File: src/rtl/key_conditioner_if.sv
// Key conditioner port bundle: raw key inputs from the board side and the
// conditioned level / pulse outputs toward the counter core.
interface key_conditioner_if #(
  parameter int N_KEYS = 6
);
  logic [N_KEYS-1:0] key_in;
  logic [N_KEYS-1:0] key_level;
  logic [N_KEYS-1:0] key_press;
  logic [N_KEYS-1:0] key_release;
  logic [N_KEYS-1:0] key_rep;

  // Board / stimulus side: drives raw keys, observes conditioned outputs.
  modport master (
    output key_in,
    input  key_level,
    input  key_press,
    input  key_release,
    input  key_rep
  );

  // Conditioner side.
  modport slave (
    input  key_in,
    output key_level,
    output key_press,
    output key_release,
    output key_rep
  );
endinterface

File: src/rtl/key_conditioner.sv
// Key conditioner: per-channel 2-flop synchroniser, counter debounce,
// registered level / press / release outputs and an auto-repeat FSM on the
// channels selected by REPEAT_MASK. All outputs are registered.
module key_conditioner #(
  parameter int              N_KEYS          = 6,
  parameter int              ACTIVE_LOW      = 1,
  parameter int              DB_TICKS        = 1_000_000,
  parameter int              REP_DELAY_TICKS = 25_000_000,
  parameter int              REP_RATE_TICKS  = 5_000_000,
  parameter logic [N_KEYS-1:0] REPEAT_MASK   = N_KEYS'(6'b111000)
) (
  input  logic             CLK,
  input  logic             clr,
  key_conditioner_if.slave kif
);

  localparam int REP_MAX = (REP_DELAY_TICKS > REP_RATE_TICKS) ? REP_DELAY_TICKS : REP_RATE_TICKS;
  localparam int DBW     = $clog2(DB_TICKS);
  localparam int TW      = $clog2(REP_MAX);

  localparam logic [DBW-1:0]    DB_LAST    = DBW'(DB_TICKS - 1);
  localparam logic [TW-1:0]     DELAY_LAST = TW'(REP_DELAY_TICKS - 1);
  localparam logic [TW-1:0]     RATE_LAST  = TW'(REP_RATE_TICKS - 1);
  localparam logic [N_KEYS-1:0] INV_MASK   = (ACTIVE_LOW != 0) ? {N_KEYS{1'b1}} : {N_KEYS{1'b0}};

  typedef enum logic [1:0] {
    ST_IDLE,
    ST_DELAY,
    ST_REPEAT
  } rep_state_t;

  logic [N_KEYS-1:0] p_raw;
  logic [N_KEYS-1:0] sync1_reg;
  logic [N_KEYS-1:0] p_sync_reg;
  logic [N_KEYS-1:0] stable;
  logic [N_KEYS-1:0] stable_d_reg;
  logic [N_KEYS-1:0] press_now;
  logic [N_KEYS-1:0] release_now;
  logic [N_KEYS-1:0] rep_next;
  logic [N_KEYS-1:0] level_reg;
  logic [N_KEYS-1:0] press_reg;
  logic [N_KEYS-1:0] release_reg;
  logic [N_KEYS-1:0] rep_reg;

  // Normalise polarity so that 1 always means "pressed" internally.
  assign p_raw = kif.key_in ^ INV_MASK;

  // Two-flop synchroniser; reset loads the released level so a key held
  // through reset is seen as a fresh press afterwards.
  always_ff @(posedge CLK or posedge clr) begin
    if (clr) begin
      sync1_reg  <= '0;
      p_sync_reg <= '0;
    end else begin
      sync1_reg  <= p_raw;
      p_sync_reg <= sync1_reg;
    end
  end

  // Edge detection works on the debounced level against its one-cycle delay.
  assign press_now   = stable & ~stable_d_reg;
  assign release_now = ~stable & stable_d_reg;

  genvar gi;
  generate
    for (gi = 0; gi < N_KEYS; gi++) begin : g_ch
      logic [DBW-1:0] db_cnt_reg;
      logic           stable_reg;

      // Debounce: accept a new level only after DB_TICKS consecutive cycles
      // of disagreement; any return to the stable value restarts the count.
      always_ff @(posedge CLK or posedge clr) begin
        if (clr) begin
          db_cnt_reg <= '0;
          stable_reg <= 1'b0;
        end else if (p_sync_reg[gi] == stable_reg) begin
          db_cnt_reg <= '0;
        end else if (db_cnt_reg == DB_LAST) begin
          stable_reg <= p_sync_reg[gi];
          db_cnt_reg <= '0;
        end else begin
          db_cnt_reg <= db_cnt_reg + DBW'(1);
        end
      end

      assign stable[gi] = stable_reg;

      if (REPEAT_MASK[gi]) begin : g_rep
        rep_state_t    state_reg, state_next;
        logic [TW-1:0] timer_reg, timer_next;
        logic          rep_ch;

        // Repeat FSM state and timer registers.
        always_ff @(posedge CLK or posedge clr) begin
          if (clr) begin
            state_reg <= ST_IDLE;
            timer_reg <= '0;
          end else begin
            state_reg <= state_next;
            timer_reg <= timer_next;
          end
        end

        // Repeat FSM next state: pulse on press, after the initial delay and
        // then every rate period; a release wins over a same-cycle expiry.
        always_comb begin
          state_next = state_reg;
          timer_next = timer_reg;
          rep_ch     = 1'b0;
          case (state_reg)
            ST_IDLE: begin
              if (press_now[gi]) begin
                rep_ch     = 1'b1;
                timer_next = '0;
                state_next = ST_DELAY;
              end
            end
            ST_DELAY: begin
              if (!stable[gi]) begin
                timer_next = '0;
                state_next = ST_IDLE;
              end else if (timer_reg == DELAY_LAST) begin
                rep_ch     = 1'b1;
                timer_next = '0;
                state_next = ST_REPEAT;
              end else begin
                timer_next = timer_reg + TW'(1);
              end
            end
            ST_REPEAT: begin
              if (!stable[gi]) begin
                timer_next = '0;
                state_next = ST_IDLE;
              end else if (timer_reg == RATE_LAST) begin
                rep_ch     = 1'b1;
                timer_next = '0;
              end else begin
                timer_next = timer_reg + TW'(1);
              end
            end
            default: begin
              timer_next = '0;
              state_next = ST_IDLE;
            end
          endcase
        end

        assign rep_next[gi] = rep_ch;
      end else begin : g_norep
        assign rep_next[gi] = press_now[gi];
      end
    end
  endgenerate

  // Registered outputs; level and pulses change on the same clock edge.
  always_ff @(posedge CLK or posedge clr) begin
    if (clr) begin
      stable_d_reg <= '0;
      level_reg    <= '0;
      press_reg    <= '0;
      release_reg  <= '0;
      rep_reg      <= '0;
    end else begin
      stable_d_reg <= stable;
      level_reg    <= stable;
      press_reg    <= press_now;
      release_reg  <= release_now;
      rep_reg      <= rep_next;
    end
  end

  assign kif.key_level   = level_reg;
  assign kif.key_press   = press_reg;
  assign kif.key_release = release_reg;
  assign kif.key_rep     = rep_reg;

endmodule

File: src/flat_wrapper.sv
// flat-port wrapper written by rule: the top's interface ports become plain ports
module key_conditioner_flat 
#(
  parameter int              N_KEYS          = 6,
  parameter int              ACTIVE_LOW      = 1,
  parameter int              DB_TICKS        = 1_000_000,
  parameter int              REP_DELAY_TICKS = 25_000_000,
  parameter int              REP_RATE_TICKS  = 5_000_000,
  parameter logic [N_KEYS-1:0] REPEAT_MASK   = N_KEYS'(6'b111000)
)
  (CLK, clr, kif_key_in, kif_key_level, kif_key_press, kif_key_release, kif_key_rep);
  key_conditioner_if #(.N_KEYS(N_KEYS)) kif_i ();
  input  logic CLK;
  input  logic clr;
  input wire logic [$bits(kif_i.key_in)-1:0] kif_key_in;
  output wire logic [$bits(kif_i.key_level)-1:0] kif_key_level;
  output wire logic [$bits(kif_i.key_press)-1:0] kif_key_press;
  output wire logic [$bits(kif_i.key_release)-1:0] kif_key_release;
  output wire logic [$bits(kif_i.key_rep)-1:0] kif_key_rep;
  assign kif_i.key_in = kif_key_in;
  assign kif_key_level = kif_i.key_level;
  assign kif_key_press = kif_i.key_press;
  assign kif_key_release = kif_i.key_release;
  assign kif_key_rep = kif_i.key_rep;
  key_conditioner #(.N_KEYS(N_KEYS), .ACTIVE_LOW(ACTIVE_LOW), .DB_TICKS(DB_TICKS), .REP_DELAY_TICKS(REP_DELAY_TICKS), .REP_RATE_TICKS(REP_RATE_TICKS), .REPEAT_MASK(REPEAT_MASK)) u_core (.CLK(CLK), .clr(clr), .kif(kif_i));
endmodule
File: config.mk
export PLATFORM = sky130hd
export DESIGN_NAME = key_conditioner_flat
export DESIGN_NICKNAME = d
export VERILOG_FILES = /design/src/rtl/key_conditioner_if.sv /design/src/rtl/key_conditioner.sv /design/src/flat_wrapper.sv
export SDC_FILE = /design/constraint.sdc
export NUM_CORES = 1
export LEC_CHECK = 0
export CAP_MARGIN = 20
export CORE_UTILIZATION = 64
export CTS_CLUSTER_DIAMETER = 50
export DETAILED_ROUTE_END_ITERATION = 8
export GPL_TIMING_DRIVEN = 0
export HOLD_SLACK_MARGIN = 0.06
export PLACE_DENSITY = 0.82
export SLEW_MARGIN = 20
export SYNTH_ARGS = -nofsm -noshare
export SYNTH_HDL_FRONTEND = slang
export SYNTH_SLANG_ARGS = --single-unit
export TNS_END_PERCENT = 10
File: constraint.sdc
create_clock -name CLK -period 25.5 [get_ports CLK]
set_input_delay 5.1 -clock CLK [delete_from_list [all_inputs] [get_ports CLK]]
set_output_delay 5.1 -clock CLK [all_outputs]
set_load 0.005 [all_outputs]
After elaboration in Yosys (flattened, before gate mapping)
Index checks and enable logic that the tools add are counted.
W data, S select, Z words.
- bitwise operators: 11
- add/sub/neg operators: 9
- reduce and logical (&&, ||, !) cells: 12
- eq/ne operators: 33
- multiplexer cells: 63
- operators with widths (operator ; number):
    $mux W25 ; 15
    $mux W20 ; 12
    $pmux W25 S3 ; 3
    $add A20 B1 Y20 const B ; 6
    $eq A20 B20 Y1 const B ; 6
    $add A25 B1 Y25 const B ; 3
    $eq A25 B23 Y1 const B ; 3
    $eq A25 B25 Y1 const B ; 3
    $mux W2 ; 12
    $not A6 Y6 ; 3
    $pmux W2 S3 ; 3
    $mux W1 ; 15
    $and A6 B6 Y6 ; 2
    $reduce_and A2 Y1 ; 6
    $ne A3 B3 Y1 const B ; 3
    $pmux W1 S3 ; 3
    $reduce_and A3 Y1 ; 3
    $eq A1 B1 Y1 ; 6
    $eq A2 B1 Y1 const B ; 3
    $eq A2 B2 Y1 const B ; 3
    $logic_not A2 Y1 ; 3
    $ne A2 B1 Y1 const B ; 3
    $ne A2 B2 Y1 const B ; 3
    $not A1 Y1 ; 6
- output and inout port bits: 24
- register bits after elaboration: 243

Longest topological paths before layout
Gate-level depths: netlist of run 1.
- depth after elaboration: 4
- gate-level depth with buffers: 8
- gate-level depth less buffers: 7

Worst setup path after synthesis of run 1
Ideal clock, no wire load.
- path type: reg-to-output
- start point: reg, netlist name u_core.kif.key_press[0]
- end point: out kif_key_rep[0]
- buffers on the path: 1
- setup slack: 19902 ps
- stages on the path, launching flop included: 2
- data required time: 20400 ps
- data arrival time: 498 ps
- cell sequence: dfrtp_1 buf_4
- RTL lines (item ; RTL line ; text):
    end, declared ; flat_wrapper.sv:19 ; output wire logic [$bits(kif_i.key_rep)-1:0] kif_key_rep;

==> results of run 1 <==
## cell type report
class	instances	area, µm²	area share, %
repair buffers	33	365.4	2.738
well taps	229	286.5	2.147
inverters	47	183.9	1.378
clock buffers	36	769.5	5.766
multi-input cells	880	5410	40.54
plain buffers	38	173.9	1.303
clock inverters	12	150.1	1.125
flip-flops and latches	240	6006	45.00
## worst max path at each step
stage	startpoint	to
2_1_floorplan	clr	u_core.g_ch[0].db_cnt_reg[0]
3_3_place_gp	clr	u_core.g_ch[0].db_cnt_reg[2]
3_5_place_dp	clr	u_core.g_ch[0].db_cnt_reg[3]
4_1_cts	u_core.kif.key_press[2]	kif_key_rep[2]
5_1_grt	u_core.kif.key_press[2]	kif_key_rep[2]
6_report	u_core.kif.key_press[2]	kif_key_rep[2]
## critical path: cells and delay by family, from the launching register on
family | cells | cell delay (ps)
buffers and inverters | 2 | 590
DFF | 1 | 380
## synthesized netlist by cell type, drive strengths merged, types with 4 or more instances
cell type  number  area, µm²
xor2           77      674.4
and3           19      118.9
o211ai          8      60.06
or3            10      62.56
dfrtp         240       6006
ha             21      262.8
nor3           37      185.2
and2           13      81.33
and4           22      192.7
buf            11      72.57
o21ai          23      118.9
nor4           28      175.2
nor2b          12      75.07
o31a            4      35.03
nor4b           8      70.07
nand2          92      345.3
nor2          196      735.7
nand3          65      325.3
nand4          52      325.3
nand3b          5      37.54
mux2            6      67.56
xnor2          94      823.3
clkbuf         27      101.4
inv            47      176.4
a21oi          28      140.1
or4             4      33.78
nand2b         11      68.82
or2             8      50.05
## metal layers
layer / routed length [µm] / track usage (%) / up-vias
met5: 0 / 0 / -
met4: 439 / 5.983 / 0
met3: 754 / 3.164 / 33
met2: 10800 / 41.54 / 161
met1: 10210 / 34.09 / 4206
li1: - / - / 4255
## logic make-up (layout without fill, tap and decap cells)
family          after synthesis  count (layout)
simple gates                594             594
flops                       240             240
xor+xnor                    171             171
compound gates               86              86
buf+inv                      85             166
fa+ha+maj                    21              21
mux                           8               8
## power breakdown
group | leakage, nW | internal (mW) | switching (mW) | total [mW]
registers | 3.31 | 0.384 | 0.00296 | 0.387
logic | 1.94 | 0.00510 | 0.0128 | 0.0179
clock network | 0.452 | 0.242 | 0.153 | 0.395
## metrics by stage
step	hold slack (ps)	utilization [%]	total power [mW]	std cells	setup WS (ps)
5_1_grt	362.6	74.29	0.8247	1515	18830
3_3_place_gp	334.6	68.82	0.4110	1465	11120
3_5_place_dp	335.5	69.17	0.4128	1467	18640
2_1_floorplan	331.2	-	0.4060	1205	13810
6_report	349.1	74.29	0.7996	1515	18900
4_1_cts	349.9	74.29	0.8078	1515	18870
## placed cells by master, fill, tap and decap left out, types with 11 or more instances in the layout
cell type / Yosys / layout
a21oi_1: 28 / 28
and3_1: 19 / 19
and4_1: 22 / 22
xnor2_1: 94 / 94
nor2_1: 196 / 196
clkbuf_16: 0 / 27
nor4_1: 28 / 28
nand2_1: 92 / 92
nand4_1: 52 / 52
nand3_1: 65 / 65
ha_1: 21 / 21
nor3_1: 37 / 37
nand2b_1: 11 / 11
clkbuf_1: 27 / 30
dfrtp_1: 240 / 240
xor2_1: 77 / 77
clkdlybuf4s50_1: 0 / 31
inv_1: 47 / 46
o21ai_0: 19 / 19
and2_1: 12 / 12
nor2b_1: 12 / 12
==> out/metrics.yaml, run 1 <==
grt:
  overflow: 0
  antenna_found_initial: 0
  grt_pass1_vias: 8310
  grt_pass1_wl_mm: 38.00
  grt_start_max_net_pins: 85
  grt_usage_pct: 24.71
timing:
  fin_skew_ps: 7.857
  period_share_pct: 25.88
  fin_tns_setup_ps: 0
  finalHoldViolations: 0
  worst_pin_slew_ps: 937.7
  maxSlewHeadroom_pct: 36.91
  setup_violations: 0
  drv_slew: 0
  finalCriticalPeriod_ps: 6600
  fmaxAchievable_mhz: 151.5
  rsz0062_at_grt: "no"
critical_path:
  end_kind: "output pin"
  crit_slowest_cell: "clkdlybuf4s50_1"
  worst-r2r-setup-slack_ps: 22840
  crit_chain: "buf_4, clkdlybuf4s50_1"
  r2r_end: "u_core.g_ch[4].g_rep.timer_reg[3]"
  worst_ep_required_time_ps: 20400
  r2r-start: "u_core.g_ch[4].g_rep.timer_reg[10]"
  critical_path_class: "flop to output pin"
  critical_path_peak_fanout: 2
  worst_setup_path_start_kind: "flop"
  cp.arrival_ps: 1500
  slowest_delay_ps: 480
  worstRegToRegCells: 6
detailed_routing:
  ant_nets: 0
  first_iter_violations: 431
  viasPerCell: 5.713
  vias: 8655
  drt_wl_total_mm: 22.21
  routedWlPerCell_um: 14.66
  remaining_drc_errors: 0
  first_pass_iters: 5
logic_synthesis:
  syn-instance-count: 1205
  synth-seq-area-share_pct: 51.04
  synth_mux_area_share_pct: 0.7444
  syn_area_per_cell_um2: 9.765
  synth-xor-area-share_pct: 12.73
  synth_top_family_by_area: "simple AND/OR/NAND/NOR gates"
  synth_compound_area_share_pct: 4.817
  synth_cell_types: 58
  synthSimpleGateAreaFrac_pct: 25.46
  syn_nets: 1234
  synth_edf_count: 0
  synth_area_um2: 11770
  synth-seq-cells: 240
  ys.flop_type: "dfrtp_1"
  yosys_warnings: 0
  synthAdderAreaFrac_pct: 2.233
  synth_async_sr_flop_share_pct: 100.0
floorplan:
  fp.coreArea_um2: 17960
  dieHeight_um: 137.6
  placementRows: 49
  boundaryPins: 32
  initial_core_util_pct: 65.50
  die_w_um: 137.6
  dieArea_um2: 18930
clocking:
  cts_tree: "built"
  post_cts_resized: 0
  clkSinkCount: 240
  cts_buffers: 26
  cts_root_buf: "clkbuf_16"
  post_cts_buffers: 0
  clock_latency_ps: 520
  post_cts_hold_buffer_count: 0
  clockBufferDepth: 3
  path_clk_slew_ps: 70
  htreeDepth: 1
cells_and_area:
  final.fill_count: 1225
  antenna_cells: 0
  syn_to_final_growth_pct: 13.42
  nNetsFinal: 1295
  largest_reg_flops: 120
  drive_gt1_share_pct: 5.832
  final_area_um2: 13350
place:
  gp_congestion: 0.8826
  io_buffers: 31
  dp_hpwl_mm: 14.67
  placed_cell_area_um2: 12430
worst_hold_path:
  worst_hold_path_type: "flop to flop"
  whs_path_depth: 0
  hold_end: "u_core.p_sync_reg[5]"
  min_from: "u_core.sync1_reg[5]"
power:
  p_leak_nw: 5.706
  ir_worst_vdd_mv: 0.08195
  power_density_nw_per_um2: 59.92
flow_run:
  cap_violations: 0
status:
  status: "finished, final reports clean"
Power figures use the tool's default switching activity.
==> run 2: changes to the inputs <==
- CORE_UTILIZATION: 64 -> 56
- PLACE_DENSITY: 0.82 -> 0.76
- clock period: 25.5 -> 6 ns (I/O delays scaled with it)
==> run 2 against run 1 <==
Net effect: wire length fell by 0.47%; worst hold slack got worse by 1.7 ps; first-iteration DRC count fell by 20%; global-route usage fell by 3.3 points; setup slack got worse by 16000 ps; critical endpoint is now kif_key_rep[0]; non-clock buffer count rose by 5; die area rose by 14%; total power rose to 4.4 times the previous value; sequential power rose to 4.3 times the previous value; critical path type unchanged.
==> out/metrics.yaml, run 2 (synthesis gave the netlist of run 1 again) <==
status:
  status: "finished, final reports clean"  # unchanged
critical_path:
  worst_ep_required_time_ps: 4800  # was 20400 ps
  crit_chain: "buf_4, clkdlybuf4s50_1"  # unchanged
  critical_path_class: "flop to output pin"  # unchanged
  worst-r2r-setup-slack_ps: 3350  # was 22840 ps
  cp.arrival_ps: 1460  # was 1500 ps
  crit_slowest_cell: "clkdlybuf4s50_1"  # unchanged
  worstRegToRegCells: 8  # was 6
  slowest_delay_ps: 430  # was 480 ps
  r2r_end: "u_core.g_ch[1].db_cnt_reg[13]"  # was u_core.g_ch[4].g_rep.timer_reg[3]
  cp_top_family: "buffers and inverters"  # unchanged
  end_kind: "output pin"  # unchanged
  worstSetupStartpoint: "u_core.kif.key_press[0]"  # was u_core.kif.key_press[2]
  r2r-start: "u_core.g_ch[1].db_cnt_reg[0]"  # was u_core.g_ch[4].g_rep.timer_reg[10]
  critPathBufInv: 2  # unchanged
  critical_path_peak_fanout: 2  # unchanged
  worst_setup_path_start_kind: "flop"  # unchanged
timing:
  period_share_pct: 44.40
  maxSlewHeadroom_pct: 41.90  # was 36.91%
  finalCriticalPeriod_ps: 2664
  fmaxAchievable_mhz: 375.3
  finalHoldViolations: 0  # unchanged
  drv_slew: 0  # unchanged
  setup_ws_ps: 3336  # was 18900 ps
  rsz0062_at_grt: "no"  # unchanged
  worst_pin_slew_ps: 849.6  # was 937.7 ps
  fin_skew_ps: 6.618  # was 7.857 ps
  setup_violations: 0  # unchanged
grt:
  met2_usage_pct: 35.90  # was 41.54%
  antenna_found_initial: 0  # unchanged
  top_usage_layer: "met2"  # unchanged
  grt_usage_pct: 21.38  # was 24.71%
  grt_start_max_net_pins: 36  # was 85
  met3_usage_pct: 2.795  # was 3.164%
  use_met1_pct: 29.12  # was 34.09%
  grt_pass1_vias: 8520  # was 8310
  grt_pass1_wl_mm: 39.01  # was 38.00 mm
  overflow: 0  # unchanged
cells_and_area:
  nNetsFinal: 1303  # was 1295
  drive_gt1_share_pct: 6.790  # was 5.832%
  final_area_um2: 13570  # was 13350 µm²
  syn_to_final_growth_pct: 15.36  # was 13.42%
  antenna_cells: 0  # unchanged
  utilization_pct: 66.44  # was 74.29%
  largest_reg_flops: 120  # unchanged
  layout_commonest_cell: "dfrtp_1"  # unchanged
  final_cell_mix: "dfrtp_1, nor2_1, xnor2_1"  # unchanged
clocking:
  path_clk_slew_ps: 60  # was 70 ps
  post_cts_resized: 0  # unchanged
  clock_latency_ps: 540  # was 520 ps
  post_cts_hold_buffer_count: 0  # unchanged
  cts_buffers: 29  # was 26
  cts_root_buf: "clkbuf_16"  # unchanged
  post_cts_buffers: 0  # unchanged
  htreeDepth: 1  # unchanged
  cts_tree: "built"  # unchanged
  clkSinkCount: 240  # unchanged
  clockBufferDepth: 3  # unchanged
power:
  p_leak_nw: 5.791  # was 5.706 nW
  power_density_nw_per_um2: 259.7  # was 59.92 nW/µm²
  ir_worst_vdd_mv: 0.2033  # was 0.08195 mV
detailed_routing:
  viasPerCell: 5.491  # was 5.713
  ant_nets: 0  # unchanged
  first_iter_violations: 344  # was 431
  first_pass_iters: 5  # unchanged
  vias: 8599  # was 8655
  remaining_drc_errors: 0  # unchanged
  routedWlPerCell_um: 14.11  # was 14.66 µm
  drt_wl_total_mm: 22.10  # was 22.21 mm
worst_hold_path:
  worst_hold_path_type: "flop to flop"  # unchanged
  min_from: "u_core.sync1_reg[3]"  # was u_core.sync1_reg[5]
  hold_end: "u_core.p_sync_reg[3]"  # was u_core.p_sync_reg[5]
  whs_path_depth: 0  # unchanged
place:
  placed_cell_area_um2: 12560  # was 12430 µm²
  dp_hpwl_mm: 15.02  # was 14.67 mm
  post-place-ws_ps: 3304  # was 18640 ps
  io_buffers: 31  # unchanged
  gp_congestion: 0.8516  # was 0.8826
flow_run:
  cap_violations: 0  # unchanged
floorplan:
  fp.coreArea_um2: 20430  # was 17960 µm²
  placementRows: 52  # was 49
  dieHeight_um: 147.0  # was 137.6 µm
  die_w_um: 147.0  # was 137.6 µm
  initial_core_util_pct: 57.59  # was 65.50%
  dieArea_um2: 21590  # was 18930 µm²
  boundaryPins: 32  # unchanged
run 2: cell count changes in the layout (fill, tap and decap cells not counted), moves of 2 or more:
| cell | previous run | this run |
|---|---|---|
| buf_16 | 2 | 0 |
| buf_12 | 0 | 7 |
| clkbuf_1 | 30 | 27 |
| inv_8 | 2 | 0 |
| inv_6 | 1 | 4 |
| clkbuf_16 | 27 | 29 |
| clkbuf_8 | 6 | 8 |
run 2: worst reg2reg max path, delay by kind of cell (launching register included):
family	cells	cell delay, ps
AND/OR/NAND/NOR	5	1140
buffers and inverters	2	770
flip-flops	1	400
adder cells (fa/ha/maj)	1	210
run 2: report_power, final:
part           total (mW)  internal [mW]  leakage [nW]  switching, mW
clock network        1.80           1.11         0.503          0.682
logic              0.0829         0.0272          1.98         0.0557
registers            1.65           1.63          3.31         0.0125
run 2: how the worst max path moves through the flow:
stage / end / slack, ps / depth (start not counted)
floorplan: u_core.g_ch[0].db_cnt_reg[0] / 1650 / 1
global placement: u_core.g_ch[0].db_cnt_reg[2] / -50 / 2
detailed placement: u_core.g_ch[4].db_cnt_reg[14] / 3300 / 8
CTS: u_core.g_ch[4].db_cnt_reg[14] / 3300 / 8
global route: u_core.g_ch[4].db_cnt_reg[14] / 3070 / 8
finish: kif_key_rep[0] / 3340 / 2
run 2: cell type report:
| cell class | instances | area [µm²] |
|---|---|---|
| buffer | 38 | 173.9 |
| tap | 270 | 337.8 |
| sequential | 240 | 6006 |
| inverter | 47 | 180.2 |
| multi-input combinational | 880 | 5410 |
| clock inverter | 16 | 178.9 |
| fill | 1678 | 6857 |
| clock buffer | 37 | 835.8 |
| timing repair buffer | 38 | 450.4 |
run 2: layer usage:
metal	vias up	part of all wire, %	routed length (µm)
met5	-	0	0
met4	0	2.1	455
met3	41	2.6	565
met2	108	48	10570
met1	4172	48	10510
li1	4278	-	-
run 2: metrics by stage:
| step | hold WS [ps] | total power [mW] | setup TNS [ps] | cells |
|---|---|---|---|---|
| 3_5_place_dp | 334.7 | 1.761 | 0 | 1513 |
| 4_1_cts | 347.5 | 3.569 | 0 | 1566 |
| 5_1_grt | 350.7 | 3.657 | 0 | 1566 |
| 2_1_floorplan | 331.2 | 1.726 | 0 | 1205 |
| 3_3_place_gp | 331.2 | 1.748 | -5859 | 1506 |
| 6_report | 347.4 | 3.525 | 0 | 1566 |
==> run 3: changes to the inputs <==
- clock period: 6 -> 2.4 ns (I/O delays scaled with it)
==> run 3 against run 2 <==
Net effect: total power increased by 150%; sequential power is 150% higher; final cell count shrank 0.32%; setup slack got worse by 3300 ps; global-route usage is essentially flat; worst hold slack worse by 35 ps; wire length about the same; clock power up 150%; largest cell class unchanged.
==> out/metrics.yaml, run 3 (synthesis gave the netlist of run 1 again) <==
timing:
  rsz0062_at_grt: "yes"  # was no
  setup_ws_ps: 36.53  # was 3336 ps
  finalHoldViolations: 0  # unchanged
  setup_violations: 0  # unchanged
  maxSlewHeadroom_pct: 40.49  # was 41.90%
  fin_skew_ps: 7.053  # was 6.618 ps
  worst_pin_slew_ps: 870.2  # was 849.6 ps
  hold-worst-slack_ps: 312.0  # was 347.4 ps
  fin_tns_setup_ps: 0  # unchanged
  finalCriticalPeriod_ps: 2363
  period_share_pct: 98.48
  drv_slew: 0  # unchanged
  fmaxAchievable_mhz: 423.1
power:
  p_leak_nw: 5.819  # was 5.791 nW
  power_density_nw_per_um2: 646.4  # was 259.7 nW/µm²
  total_power_mw: 8.806  # was 3.525 mW
  ir_worst_vdd_mv: 0.5070  # was 0.2033 mV
cells_and_area:
  largest_reg_flops: 120  # unchanged
  nNetsFinal: 1298  # was 1303
  syn_to_final_growth_pct: 15.78  # was 15.36%
  utilization_pct: 66.68  # was 66.44%
  final_cell_mix: "dfrtp_1, nor2_1, xnor2_1"  # unchanged
  antenna_cells: 0  # unchanged
  drive_gt1_share_pct: 7.978  # was 6.790%
  layout_commonest_cell: "dfrtp_1"  # unchanged
grt:
  grt_pass1_vias: 8531  # was 8520
  grt_start_max_net_pins: 36  # unchanged
  grt_usage_pct: 21.42  # was 21.38%
  overflow: 0  # unchanged
  grt_pass1_wl_mm: 39.06  # was 39.01 mm
  antenna_found_initial: 0  # unchanged
status:
  status: "finished, final reports clean"  # unchanged
critical_path:
  worst-r2r-setup-slack_ps: 40  # was 3350 ps
  critical_path_class: "flop to flop"  # was flop to output pin
  worst_ep_required_time_ps: 2820  # was 4800 ps
  critical_path_peak_fanout: 10  # was 2
  cp.arrival_ps: 2790  # was 1460 ps
  worst_setup_path_start_kind: "flop"  # unchanged
  end_kind: "flop"  # was output pin
floorplan:
  die_w_um: 147.0  # unchanged
  dieArea_um2: 21590  # unchanged
  boundaryPins: 32  # unchanged
  dieHeight_um: 147.0  # unchanged
  placementRows: 52  # unchanged
  initial_core_util_pct: 57.59  # unchanged
  fp.coreArea_um2: 20430  # unchanged
detailed_routing:
  first_pass_iters: 4  # was 5
  routedWlPerCell_um: 14.15  # was 14.11 µm
  vias: 8599  # unchanged
  remaining_drc_errors: 0  # unchanged
  ant_nets: 0  # unchanged
  first_iter_violations: 372  # was 344
  drt_wl_total_mm: 22.09  # was 22.10 mm
  viasPerCell: 5.509  # was 5.491
clocking:
  post_cts_buffers: 0  # unchanged
  cts_tree: "built"  # unchanged
  path_clk_slew_ps: 60  # about the same
  htreeDepth: 1  # unchanged
  cts_root_buf: "clkbuf_16"  # unchanged
  clockBufferDepth: 3  # unchanged
  cts_buffers: 29  # unchanged
  post_cts_hold_buffer_count: 0  # unchanged
  clkSinkCount: 240  # unchanged
  clock_latency_ps: 540  # about the same
place:
  io_buffers: 31  # unchanged
  post-place-ws_ps: -295.8  # was 3304 ps
  gp_congestion: 0.8516  # unchanged
  dp_hpwl_mm: 15.02  # unchanged
worst_hold_path:
  worst_hold_path_type: "primary input to async pin"  # was flop to flop
flow_run:
  cap_violations: 0  # unchanged
[run 3: changes by cell type in the layout (fill, tap and decap cells not counted), sizes merged]
cell	delta
clkbuf	-5
[run 3: area by class of cell]
class	count	area, µm²
inverter	47	180.2
tap	270	337.8
fill	1676	6807
clock inverter	16	178.9
multi-input combinational	880	5459
timing repair buffer	38	450.4
clock buffer	37	835.8
sequential	240	6008
buffer	33	172.7
[run 3: report_power, final]
group          leakage (nW)  internal, mW  switching (mW)
combinational          2.01        0.0680           0.138
sequential             3.31          4.08          0.0314
clock                 0.503          2.79            1.70
total                  5.82          6.94            1.87
[run 3: per-layer routing]
| layer | GRT usage [%] | part of all wire, % | vias up |
|---|---|---|---|
| met4 | 6.598 | 2.1 | 0 |
| met3 | 2.919 | 2.5 | 43 |
| li1 | - | - | 4272 |
| met2 | 35.78 | 48 | 103 |
| met1 | 29.18 | 47 | 4181 |
| met5 | 0 | 0 | - |
[run 3: critical path, stage by stage, from the launching register on]
cell and delay, ps:
dfrtp_1 430, or4b_1 510, or4_4 600, o2111ai_1 220, o311a_1 230, buf_4 180
nor2_1 60
[run 3: what timing repair did]
item / 4_1_cts / 5_1_grt
gates cloned: 0 / 0
resized for setup: 16 / 7
setup endpoints to repair: 98 / 87
pin swaps: 2 / 3
[run 3: through the flow]
step | instance area [µm²] | instances
2_1_floorplan | 11770 | 1205
3_3_place_gp | 12420 | 1506
3_5_place_dp | 12560 | 1513
4_1_cts | 13610 | 1563
5_1_grt | 13620 | 1561
6_report | 13620 | 1561
[run 3: final timing paths]
check	from	end	cells after the start
worst max register to register	u_core.g_ch[5].g_rep.timer_reg[17]	u_core.g_ch[5].g_rep.timer_reg[21]	6
worst min register to register	u_core.sync1_reg[3]	u_core.p_sync_reg[3]	0
min in group CLK	u_core.sync1_reg[3]	u_core.p_sync_reg[3]	0
worst max-delay path	u_core.g_ch[5].g_rep.timer_reg[17]	u_core.g_ch[5].g_rep.timer_reg[21]	6
worst min-delay path	clr	u_core.g_ch[1].db_cnt_reg[0]	2
max in group asynchronous	clr	u_core.stable_d_reg[0]	5
